File: config.mk
export PLATFORM = sky130hd
export DESIGN_NAME = uart_rx
export DESIGN_NICKNAME = d
export VERILOG_FILES = /design/src/rtl/uart_pkg.sv /design/src/rtl/uart_rx_sync_2ff.sv /design/src/rtl/uart_rx.sv
export SDC_FILE = /design/constraint.sdc
export NUM_CORES = 1
export LEC_CHECK = 0
export BUFFER_PORTS_ARGS = -buffer_cell sky130_fd_sc_hd__buf_2
export CAP_MARGIN = 10
export CORE_MARGIN = 2
export CORE_UTILIZATION = 35
export DETAILED_ROUTE_END_ITERATION = 10
export PLACE_DENSITY = 0.61
export SLEW_MARGIN = 20
export SYNTH_ARGS = -nofsm -noshare
export SYNTH_HDL_FRONTEND = slang
export SYNTH_SLANG_ARGS = --single-unit
File: constraint.sdc
create_clock -name clk -period 2.34 [get_ports clk]
set_input_delay 0.351 -clock clk [delete_from_list [all_inputs] [get_ports clk]]
set_output_delay 0.351 -clock clk [all_outputs]
set_load 0.01 [all_outputs]
File: src/rtl/uart_pkg.sv
// Shared UART definitions.
// Holds the receiver state encoding, the oversampling constants and the
// frame-format defaults so that uart_rx and the future uart_tx agree on
// them. No ports.
package uart_pkg;

  typedef enum logic [1:0] {
    IDLE,
    START,
    DATA,
    STOP
  } state_e;

  // 16x oversampling: the middle of the start bit is reached after 8 ticks
  // (s counts 0..7), after which every bit is one full BIT_TICKS period.
  localparam int START_MID   = 7;
  localparam int BIT_TICKS   = 16;

  localparam int DBIT_DEF    = 8;
  localparam int SB_TICK_DEF = 16;

endpackage

File: src/rtl/uart_rx_sync_2ff.sv
// sync_2ff: single-bit two-flop synchroniser for an asynchronous input.
// Both flops reset to 1 so an idle-high line does not look like a start
// edge on the way out of reset.
// Ports:
//   clk   - system clock
//   reset - synchronous, active-high reset
//   d_i   - asynchronous input
//   q_o   - synchronised output (2 clk latency)
module sync_2ff (
  input  logic clk,
  input  logic reset,
  input  logic d_i,
  output logic q_o
);

  logic meta_q;
  logic sync_q;

  always_ff @(posedge clk) begin
    if (reset) begin
      meta_q <= 1'b1;
      sync_q <= 1'b1;
    end else begin
      meta_q <= d_i;
      sync_q <= meta_q;
    end
  end

  assign q_o = sync_q;

endmodule

File: src/rtl/uart_rx.sv
// uart_rx: 16x-oversampling UART receiver.
// Frame format: 1 start bit, DBIT data bits LSB first, no parity, stop time
// of SB_TICK oversampling ticks. Timing comes from an external 16x tick
// strobe so one baud generator can serve both receiver and transmitter.
// Ports:
//   clk          - system clock
//   reset        - synchronous, active-high reset
//   rx           - asynchronous serial input, idle high
//   s_tick       - one-clk strobe at 16x the baud rate
//   dout         - last received data word, held until the next frame
//   rx_done_tick - one-clk pulse when a frame completes
//   frame_err    - stop bit was sampled low on the last frame
module uart_rx
  import uart_pkg::*;
#(
  parameter int DBIT    = DBIT_DEF,
  parameter int SB_TICK = SB_TICK_DEF
) (
  input  logic            clk,
  input  logic            reset,
  input  logic            rx,
  input  logic            s_tick,
  output logic [DBIT-1:0] dout,
  output logic            rx_done_tick,
  output logic            frame_err
);

  localparam int NW = (DBIT > 1) ? $clog2(DBIT) : 1;

  localparam logic [4:0]    S_START_MID = 5'(START_MID);
  localparam logic [4:0]    S_BIT_LAST  = 5'(BIT_TICKS - 1);
  localparam logic [4:0]    S_STOP_LAST = 5'(SB_TICK - 1);
  localparam logic [NW-1:0] N_LAST      = NW'(DBIT - 1);

  logic rxs;

  state_e          state_q, state_d;
  logic [4:0]      s_q, s_d;
  logic [NW-1:0]   n_q, n_d;
  logic [DBIT-1:0] b_q, b_d;
  logic [DBIT-1:0] dout_q, dout_d;
  logic            done_q, done_d;
  logic            ferr_q, ferr_d;

  sync_2ff u_sync (
    .clk   (clk),
    .reset (reset),
    .d_i   (rx),
    .q_o   (rxs)
  );

  always_comb begin
    state_d = state_q;
    s_d     = s_q;
    n_d     = n_q;
    b_d     = b_q;
    dout_d  = dout_q;
    ferr_d  = ferr_q;
    done_d  = 1'b0;

    unique case (state_q)
      // The start edge is taken on any clk so a frame that begins right
      // after the previous STOP->IDLE transition is not missed.
      IDLE: begin
        if (!rxs) begin
          state_d = START;
          s_d     = '0;
        end
      end

      // Re-check the line at mid start bit; a high level here was a glitch.
      START: begin
        if (s_tick) begin
          if (s_q == S_START_MID) begin
            if (!rxs) begin
              state_d = DATA;
              s_d     = '0;
              n_d     = '0;
            end else begin
              state_d = IDLE;
            end
          end else begin
            s_d = s_q + 5'd1;
          end
        end
      end

      // Sampling point stays at mid-bit because START ended at mid-bit.
      DATA: begin
        if (s_tick) begin
          if (s_q == S_BIT_LAST) begin
            s_d = '0;
            b_d = DBIT'({rxs, b_q} >> 1);
            if (n_q == N_LAST) begin
              state_d = STOP;
            end else begin
              n_d = n_q + NW'(1);
            end
          end else begin
            s_d = s_q + 5'd1;
          end
        end
      end

      // A low stop sample still delivers the word, flagged as a framing
      // error; a held-low line therefore reports repeated error frames.
      STOP: begin
        if (s_tick) begin
          if (s_q == S_STOP_LAST) begin
            state_d = IDLE;
            dout_d  = b_q;
            ferr_d  = ~rxs;
            done_d  = 1'b1;
          end else begin
            s_d = s_q + 5'd1;
          end
        end
      end

      default: state_d = IDLE;
    endcase
  end

  always_ff @(posedge clk) begin
    if (reset) begin
      state_q <= IDLE;
      s_q     <= '0;
      n_q     <= '0;
      b_q     <= '0;
      dout_q  <= '0;
      done_q  <= 1'b0;
      ferr_q  <= 1'b0;
    end else begin
      state_q <= state_d;
      s_q     <= s_d;
      n_q     <= n_d;
      b_q     <= b_d;
      dout_q  <= dout_d;
      done_q  <= done_d;
      ferr_q  <= ferr_d;
    end
  end

  assign dout         = dout_q;
  assign rx_done_tick = done_q;
  assign frame_err    = ferr_q;

endmodule

==> results of run 1 <==
worst min-delay path by stage:
stage / from / endpoint / slack, ns / cells past startpoint
6_report: rx / u_sync.meta_q / 0.25 / 2
5_1_grt: rx / u_sync.meta_q / 0.25 / 2
4_1_cts: rx / u_sync.meta_q / 0.24 / 2
3_5_place_dp: u_sync.meta_q / u_sync.q_o / 0.40 / 1
3_3_place_gp: u_sync.meta_q / u_sync.q_o / 0.39 / 1
2_1_floorplan: u_sync.meta_q / u_sync.q_o / 0.39 / 1
layout make-up:
class,count,area [um2]
multi-input combinational,110,686.9
clock buffer,6,82.58
sequential,30,600.6
tap,48,60.06
timing repair buffer,14,72.57
clock inverter,1,30.03
inverter,3,11.26
fill,383,2117
metrics by stage:
stage / cells / worst slack (ns) / area [um2] / hold WS, ns / util (%)
floorplan: 151 / 0.5952 / 1334 / 0.3895 / -
global placement: 205 / 0.4890 / 1431 / 0.3924 / 39.10
detailed placement: 205 / 0.4161 / 1431 / 0.3958 / 39.10
CTS: 212 / 0.4187 / 1544 / 0.2431 / 42.17
global route: 212 / 0.2942 / 1544 / 0.2540 / 42.17
finish: 212 / 0.4159 / 1544 / 0.2535 / 42.17
power groups by stage:
stage / Clock [uW] / Combinational (uW) / Sequential (uW)
after floorplan: 0 / 26.7 / 527
after global placement: 0 / 30.6 / 530
after detailed placement: 0 / 31.1 / 531
after CTS: 537 / 31.3 / 519
after global routing: 555 / 34.9 / 520
final: 521 / 31.2 / 519
cells by family (layout without fill, tap and decap cells):
kind of cell	after synthesis	in the layout
fa+ha+maj	4	4
flops	30	30
buf+inv	11	24
mux	8	8
simple gates	67	67
compound gates	30	30
xor+xnor	1	1
metal layers:
metal  vias to the layer above  part of all wire [%]  global-route usage, %  routed length (um)
met3                         6                   4.4                  5.308                 115
li1                        560                     -                      -                   -
met1                       511                    46                  15.64                1209
met5                         -                     0                      0                   0
met4                         0                   1.2                  5.469                  31
met2                        19                    48                  22.85                1271
worst register-to-register path: stages, from the launching register on:
cell and delay [ns]:
dfxtp_1 0.37, ha_1 0.31, nand3b_1 0.20, or3_1 0.54
or2_2 0.33, a21oi_1 0.11
synth_stat cells:
cell | number | area (um2)
nor3_4 | 1 | 16.27
buf_4 | 1 | 7.510
inv_1 | 3 | 11.26
a21oi_2 | 1 | 8.760
nand2b_1 | 2 | 12.51
buf_2 | 1 | 5.000
a211oi_1 | 2 | 15.01
and2_1 | 1 | 6.260
xor2_1 | 1 | 8.760
o21bai_1 | 1 | 7.510
nand2_1 | 13 | 48.80
o21a_1 | 2 | 15.01
clkbuf_1 | 5 | 18.77
mux2i_1 | 8 | 80.08
nor3_1 | 4 | 20.02
o211ai_1 | 1 | 7.510
a32o_1 | 2 | 20.02
nor3b_1 | 1 | 7.510
nand4b_4 | 1 | 23.77
or3_1 | 2 | 12.51
o31ai_1 | 1 | 7.510
buf_1 | 1 | 3.750
or4b_2 | 1 | 10.01
nor4_1 | 1 | 6.260
o22ai_1 | 1 | 6.260
or2_1 | 1 | 6.260
nand3b_1 | 1 | 7.510
ha_1 | 4 | 50.05
dfxtp_1 | 30 | 600.6
or4_4 | 1 | 11.26
nand4bb_1 | 1 | 11.26
or2_2 | 3 | 18.77
nor2_1 | 17 | 63.81
a21o_1 | 1 | 7.510
nand3_1 | 16 | 80.08
a21oi_1 | 16 | 80.08
o21ai_0 | 2 | 10.01
registers in the layout (all words and copies together) (netlist names), named ones only:
register,cells
b_q,8
s_q,5
u_sync.q_o,1
frame_err,1
n_q,3
rx_done_tick,1
state_q,1
u_sync.meta_q,1
dout,8
==> summary.md, run 1 <==
| Metric | Value |
|---|---|
| Aggregate global routing overflow | `0` |
| Final HPWL DP | `approximately 1900 um` |
| RSZ-0062 raised after global routing | `false` |
| Max cap viols | `0` |
| Main combinational cell family by area after synthesis | `simple AND/OR/NAND/NOR gates` |
| Root Buffer Master | `clkbuf_8` |
| Count of final setup violators | `0` |
| Max-slew headroom | `~66%` |
| Critical Path Source | `s_q[0]` |
| Sum of buffers and inverters on the critical path | `0` |
| Max Buffers Root-to-Sink | `2` |
| Mux share of post-synthesis cell area | `6.004%` |
| Largest net degree at the start of global routing | `31` |
| Crit path arrival time | `2.13 ns` |
| CTS buffer count | `5` |
| Mean Syn Cell Area | `8.833 um2` |
| Commonest non-fill, non-tap cell in the layout | `dfxtp_1` |
| Yosys cell types | `37` |
| WL final | `2628 um` |
| Required time worst endpoint | `2.55 ns` |
| Hold Fails Final Rpt | `0` |
| Hold/Removal Path Class | `in2reg` |
| Yosys warning count | `0` |
| CP cell instances | `ha_1 -> nand3b_1 -> or3_1 -> or2_2 -> a21oi_1` |
| Vias | `1096` |
| NetSw | `207.6 uW` |
| Max incr delay on CP | `0.54 ns` |
| CTS tree | `built` |
| Core area | `0.003661 mm2` |
| Routability cong. | `around 0.77` |
| Crit path max-delay family | `simple AND/OR/NAND/NOR gates` |
| CP max stage cell | `or3_1` |
| Clk_skew | `about 0.0019 ns` |
| Seq/Total Area, Yosys | `between 40 and 50%` |
| Die H | `65.73 um` |
| Initial antenna violation count | `0` |
| Layout cells sized above 1 | `17.68%` |
| Outcome | `complete, no violations` |
| Row Count | `22` |
| Period utilization | `82.22%` |
| Die width | `65.73 um` |
| PortBufs | `13` |
| DRC viols | `0` |
| R2R depth | `5` |
| End of the critical path | `frame_err` |
| Initial Util | `36.43%` |
| Slew Limit Fails | `0` |
| Mapped Cells | `between 150 and 200` |
| Fmax | `slightly above 500 MHz` |
| Clock power share | `48.6%` |
| Crit-path max FO | `11` |
| Setup Fix Bufs, Post-CTS | `0` |
| Most frequent cells in the layout | `30 x dfxtp_1, 17 x nor2_1, 16 x nand3_1, 16 x a21oi_1` |
| Comb power frac | `2.9%` |
| Xor/xnor share of the synthesized area | `0.6567%` |
| WL/cell | `12.40 um` |
| Reg-to-Reg End | `frame_err` |
| #FFs+latches synth | `30` |
| Number of global-route vias before repair | `between 1000 and 1500` |
| VDD IR max | `0.3458 mV` |
| Die area | `0.004320 mm2` |
| WS Path Type | `reg2reg` |
| Compound-cell area share of the yosys netlist | `roughly 14%` |
| Startpoint type of the worst setup path | `flip-flop` |
| Reg2reg start | `s_q[0]` |
| Switching Fraction | `roughly a fifth` |
| Final Power | `1072 uW` |
| Post-cts sizing count | `0` |
| Post-synthesis adder-cell area fraction | `3.752%` |
| Internal | `864.2 uW` |
| Flop pwr share | `48.5%` |
| Clock latency on the worst-skew pair | `0.27 ns` |
| R2R setup slack | `0.42 ns` |
| Syn-to-layout area delta | `15.76%` |
| Ant diodes | `0` |
| Worst Tran Pin Value | `around 0.52 ns` |
| Clk pin slew, worst setup/hold paths | `0.06 ns` |
| GRT Total Usage | `13.71%` |
| Antenna viol nets, final | `0` |
| Vias per inst | `5.170` |
| First-pass GRT wire length | `4519 um` |
| Total negative slack | `0 ns` |
| Post-CTS Hold Buffers | `0` |
| Synth Area in Simple Gates | `27.20%` |
| Static leakage | `0.0006178 uW` |
| Final net count | `172` |
| CP endpoint kind | `flip-flop` |
| Worst path depth | `5` |
| Drt pass-1 iters | `4` |
| CTS Sinks | `30` |
| Pwr dens | `694.2 mW/mm2` |
| Num ports | `14` |
| Min Tclk post-route | `between 1.5 and 2 ns` |
| Syn Nets | `159` |
| Cell area after synthesis | `between 0.001 and 0.0015 mm2` |
| H-tree levels | `2` |
| Starting DRC count in detailed routing | `45` |
Note: power is estimated with default switching activity, not from simulation.
==> run 2: changes to the inputs <==
--- a/config.mk
+++ b/config.mk
@@ -10,7 +10,7 @@
 export CORE_MARGIN = 2
 export CORE_UTILIZATION = 35
 export DETAILED_ROUTE_END_ITERATION = 10
-export PLACE_DENSITY = 0.61
+export PLACE_DENSITY = 0.63
 export SLEW_MARGIN = 20
 export SYNTH_ARGS = -nofsm -noshare
 export SYNTH_HDL_FRONTEND = slang
==> constraint.sdc (replaced) <==
create_clock -name clk -period 1.7 [get_ports clk]
set_input_delay 0.255 -clock clk [delete_from_list [all_inputs] [get_ports clk]]
set_output_delay 0.255 -clock clk [all_outputs]
set_load 0.01 [all_outputs]
==> run 2 against run 1 <==
Net effect:
- global-route usage grew 2.0 points
- total power grew 38%
- first-iteration DRC count grew 24%
- register-to-register slack lost 0.35 ns
- routed wire length grew 9.1%
- non-clock buffer count grew 8
- cell count grew 4.2%
- combinational power grew 72%
- clock skew grew 0.0053 ns
- via count grew 2.9%
- worst hold slack lost 0.10 ns
- fmax grew 18%
- highest routed layer unchanged
==> summary.md, run 2 (synthesized netlist as in run 1, its figures left out) <==
| Metric | Value |
|---|---|
| Outcome | `complete, no violations` |
| PortBufs | `13` |
| Max cap viols | `0` |
| Clock latency on the worst-skew pair | `0.29 ns` |
| Hold EP | `u_sync.meta_q` |
| Crit path arrival time | `1.85 ns` |
| Syn-to-layout area delta | `22.42%` |
| Reg2reg start | `s_q[1]` |
| First-pass GRT wire length | `5023 um` |
| RSZ-0062 raised after global routing | `true` |
| Initial Util | `36.43%` |
| WL/cell | `12.97 um` |
| Period utilization | `96.05%` |
| WS Path Type | `reg2reg` |
| Vias | `roughly 1100` |
| R2R depth | `5` |
| GRT Total Usage | `roughly 16%` |
| CP endpoint kind | `flip-flop` |
| Fmax | `around 610 MHz` |
| Hold Fails Final Rpt | `0` |
| CTS tree | `built` |
| Worst Tran Pin Value | `~0.55 ns` |
| Reg-to-Reg End | `n_q[0]` |
| Pwr dens | `903.3 mW/mm2` |
| Filler cell count | `354` |
| H-tree levels | `2` |
| Max incr delay on CP | `0.53 ns` |
| Startpoint type of the worst setup path | `flip-flop` |
| CP cell instances | `ha_4 -> nand4b_4 -> or4_4 -> or2_1 -> a21oi_2` |
| Number of global-route vias before repair | `1099` |
| Final HPWL DP | `1939 um` |
| R2R setup slack | `roughly 0.067 ns` |
| Row Count | `22` |
| CTS buffer count | `5` |
| WHS Path Cells | `2` |
| Max Buffers Root-to-Sink | `2` |
| DRC viols | `0` |
| CTS Sinks | `30` |
| Antenna viol nets, final | `0` |
| Largest net degree at the start of global routing | `31` |
| Die H | `65.73 um` |
| Final net count | `180` |
| Num ports | `14` |
| Starting DRC count in detailed routing | `56` |
| Commonest non-fill, non-tap cell in the layout | `dfxtp_1` |
| Count of final setup violators | `0` |
| Core area | `0.003661 mm2` |
| Aggregate global routing overflow | `0` |
| Vias per inst | `roughly 5.1` |
| Hold/Removal Path Class | `in2reg` |
| Final Power | `1475 uW` |
| Layout cells sized above 1 | `24.28%` |
| Required time worst endpoint | `1.92 ns` |
| Min Tclk post-route | `1.633 ns` |
| VDD IR max | `0.4614 mV` |
| Clk_skew | `0.007188 ns` |
| Drt pass-1 iters | `4` |
| Final hold slack | `0.1537 ns` |
| Static leakage | `0.0006592 uW` |
| Slew Limit Fails | `0` |
| Root Buffer Master | `clkbuf_8` |
| Routability cong. | `around 0.82` |
| Max-slew headroom | `a little over three fifths` |
| Clk pin slew, worst setup/hold paths | `approximately 0.070 ns` |
| Crit-path max FO | `6` |
| Die area | `about 0.0043 mm2` |
| Hold path start | `rx` |
| CP max stage cell | `or4_4` |
| Die width | `between 60 and 70 um` |
| Ant diodes | `0` |
| WL final | `2866 um` |
| Initial antenna violation count | `0` |
| Most frequent cells in the layout | `27 x dfxtp_1, 17 x nor2_1, 16 x nand3_1, 16 x a21oi_1` |
[run 2: cell types whose count changed in the layout (fill, tap and decap cells not counted), sizes merged]
cell,delta
clkbuf,-1
buf,+8
clkinv,+2
[run 2: worst max-delay path by stage]
stage	endpoint	slack, ns	from	cells after the start
after detailed placement	n_q[2]	-0.06	s_q[1]	5
after CTS	n_q[0]	0.02	s_q[1]	5
final	n_q[0]	0.07	s_q[1]	5
after global placement	n_q[0]	0.04	s_q[0]	5
after global routing	n_q[0]	-0.009	s_q[1]	5
after floorplan	n_q[0]	0.02	s_q[0]	5
[run 2: layout make-up]
cell class	count	area (um2)	area share, %
flip-flops and latches	30	604.3	37.01
multi-input cells	110	703.2	43.07
well taps	48	60.06	3.678
clock buffers	5	68.82	4.215
inverters	3	11.26	0.6897
repair buffers	22	145.1	8.889
clock inverters	3	40.04	2.452
[run 2: routing by layer]
| layer | routed length [um] | GRT usage (%) |
|---|---|---|
| met2 | 1342 | 25.25 |
| met1 | 1332 | 18.34 |
| met4 | 55 | 6.250 |
| met5 | 0 | 0 |
| met3 | 136 | 6.678 |
[run 2: power breakdown]
part | leakage [uW] | switching [uW] | internal, uW
Sequential | 0.000244 | 4.35 | 708
Combinational | 0.000358 | 35.0 | 18.5
Clock | 0.0000579 | 279 | 431
[run 2: through the flow]
| stage | TNS, ns | cell area [um2] | utilization [%] | std cells | setup WS, ns |
|---|---|---|---|---|---|
| after global placement | 0 | 1516 | 41.42 | 213 | 0.03837 |
| after global routing | -0.009150 | 1633 | 44.60 | 221 | -0.009150 |
| final | 0 | 1633 | 44.60 | 221 | 0.06714 |
| after detailed placement | -0.1076 | 1516 | 41.42 | 213 | -0.05855 |
| after CTS | 0 | 1629 | 44.50 | 221 | 0.01726 |
| after floorplan | 0 | 1346 | - | 151 | 0.02079 |
[run 2: what timing repair did]
action / CTS / global route
endpoints found under the setup margin: 3 / 17
gates resized for setup: 1 / 4
endpoints found under the hold margin: 0 / 0
pin swaps: 1 / 1
setup buffers: 0 / 0
hold buffers: 0 / 0
[run 2: worst max-delay path: cells and delay by family, from the launching register on]
kind / cells / cell delay [ns]
fa+ha+maj: 1 / 0.17
compound gates: 1 / 0.13
flops: 1 / 0.36
simple gates: 3 / 0.90
==> run 3: changes to the inputs <==
--- a/config.mk
+++ b/config.mk
@@ -9,8 +9,10 @@
 export CAP_MARGIN = 10
 export CORE_MARGIN = 2
 export CORE_UTILIZATION = 35
+export CTS_CLUSTER_DIAMETER = 80
 export DETAILED_ROUTE_END_ITERATION = 10
-export PLACE_DENSITY = 0.63
+export PLACE_DENSITY = 0.59
+export REMOVE_ABC_BUFFERS = 1
 export SLEW_MARGIN = 20
 export SYNTH_ARGS = -nofsm -noshare
 export SYNTH_HDL_FRONTEND = slang
==> run 3 against run 2 <==
Net effect:
- total power up 1.0%
- critical endpoint unchanged
- fmax up 1.7%
- critical path depth is the same
- clock power rose by 2%
- highest routed layer unchanged
- worst setup slack gained 0.027 ns
==> summary.md, run 3 (synthesized netlist as in run 1, its figures left out) <==
| Metric | Value |
|---|---|
| Largest net degree at the start of global routing | `31` |
| Critical Path Source | `n_q[0]` |
| Max Buffers Root-to-Sink | `2` |
| Die area | `0.004320 mm2` |
| Commonest non-fill, non-tap cell in the layout | `dfxtp_1` |
| R2R depth | `5` |
| Post-CTS Hold Buffers | `0` |
| Min Tclk post-route | `1.606 ns` |
| Reg2reg start | `n_q[0]` |
| Worst Tran Pin Value | `0.5381 ns` |
| Max incr delay on CP | `around 0.44 ns` |
| WS Path Type | `reg2reg` |
| Filler cell count | `355` |
| Startpoint type of the worst setup path | `flip-flop` |
| Count of final setup violators | `0` |
| Number of global-route vias before repair | `1203` |
| DP Area | `0.001541 mm2` |
| Total negative slack | `0 ns` |
| GR Util met2 | `26.64%` |
| Final HPWL DP | `2115 um` |
| Row Count | `22` |
| VDD IR max | `0.4219 mV` |
| Layout cells sized above 1 | `25.99%` |
| Max cap viols | `0` |
| PortBufs | `13` |
| Drt pass-1 iters | `5` |
| Global route hottest layer | `met2` |
| Vias per inst | `about 5.1` |
| Worst path depth | `5` |
| Static leakage | `~0.00068 uW` |
| Clk pin slew, worst setup/hold paths | `0.06 ns` |
| Setup Fix Bufs, Post-CTS | `0` |
| H-tree levels | `2` |
| Period utilization | `94.49%` |
| Ant diodes | `0` |
| Final Power | `1490 uW` |
| Die H | `65.73 um` |
| Aggregate global routing overflow | `0` |
| DRC viols | `0` |
| Root Buffer Master | `clkbuf_8` |
| Hold/Removal Path Class | `in2reg` |
| WL/cell | `12.84 um` |
| Antenna viol nets, final | `0` |
| CP endpoint kind | `flip-flop` |
| CP max stage cell | `or4_4` |
| RSZ-0062 raised after global routing | `false` |
| GRT Total Usage | `15.52%` |
| Crit path arrival time | `1.82 ns` |
| Routability cong. | `approximately 0.8` |
| Met3 Use GR | `~4.1%` |
| Initial Util | `between 30% and 40%` |
| Hold Fails Final Rpt | `0` |
| Crit path max-delay family | `simple AND/OR/NAND/NOR gates` |
| GR Layer Usage met1 | `17.88%` |
| Clock latency on the worst-skew pair | `~0.28 ns` |
| Syn-to-layout area delta | `25.61%` |
| CTS tree | `built` |
| CP cell instances | `ha_1 -> ha_2 -> or4_4 -> or2_1 -> a21oi_2` |
| Final Cell Area | `0.001675 mm2` |
| Die width | `65.73 um` |
| Required time worst endpoint | `1.91 ns` |
| Most frequent cells in the layout | `28 x dfxtp_1, 17 x nor2_1, 16 x nand3_1, 16 x a21oi_1` |
| CTS buffer count | `5` |
| WL final | `2888 um` |
| Sum of buffers and inverters on the critical path | `0` |
| Slew Limit Fails | `0` |
| Final net count | `185` |
| Initial antenna violation count | `0` |
| Crit-path max FO | `4` |
| WHS Path Cells | `2` |
| Outcome | `complete, no violations` |
| Fmax | `622.6 MHz` |
| Core area | `about 0.0037 mm2` |
| Num ports | `14` |
| First-pass GRT wire length | `5085 um` |
| Fin util | `45.76%` |
| Hold path start | `rx` |
| Vias | `1153` |
| Clk_skew | `roughly 0.0049 ns` |
| Pwr dens | `889.4 mW/mm2` |
| Max-slew headroom | `64.13%` |
| CTS Sinks | `30` |
| Starting DRC count in detailed routing | `between 50 and 60` |
| Final hold slack | `0.1631 ns` |
[run 3: changes by cell type in the layout (fill, tap and decap cells not counted), sizes merged]
cell	delta
clkinv	-2
clkbuf	+1
buf	+5
[run 3: worst register-to-register path, delay by kind of cell, from the launching register on]
family / cells / cell delay [ns]
and+or+nand+nor: 2 / 0.69
adders and majority gates: 2 / 0.40
DFF: 1 / 0.33
AOI/OAI and AO/OA: 1 / 0.12
[run 3: path summary, 6_finish.rpt]
| kind | to | slack [ns] |
|---|---|---|
| min reg2reg | u_sync.q_o | 0.41 |
| max reg2reg | n_q[0] | 0.09 |
| max | n_q[0] | 0.09 |
| min | u_sync.meta_q | 0.16 |
[run 3: power breakdown]
part | total, uW | switching, uW | internal (uW)
clock | 721 | 253 | 468
sequential | 711 | 3.48 | 708
combinational | 58.1 | 37.4 | 20.7
total | 1490 | 293 | 1200
[run 3: metal layers]
layer | up-vias | wire length [um]
met3 | 7 | 112
met2 | 18 | 1419
li1 | 586 | -
met4 | 0 | 51
met5 | - | 0
met1 | 542 | 1304
[run 3: what timing repair did]
action	4_1_cts	5_1_grt
resized for setup	3	3
setup endpoints to repair	3	10
pin swaps	0	2
[run 3: final cells by class]
cell class              instances  area, um2  area share [%]
inverters                       3      11.26          0.6721
repair buffers                 27      182.7           10.90
multi-input cells             110      705.7           42.12
well taps                      48      60.06           3.585
clock inverters                 1      30.03           1.792
flip-flops and latches         30      603.1           36.00
clock buffers                   6      82.58           4.929
[run 3: metrics by stage]
step / std cells / setup slack (ns)
2_1_floorplan: 143 / -0.04579
6_report: 225 / 0.09373
3_3_place_gp: 218 / 0.004494
3_5_place_dp: 218 / -0.03790
4_1_cts: 225 / 0.02092
5_1_grt: 225 / 0.01611
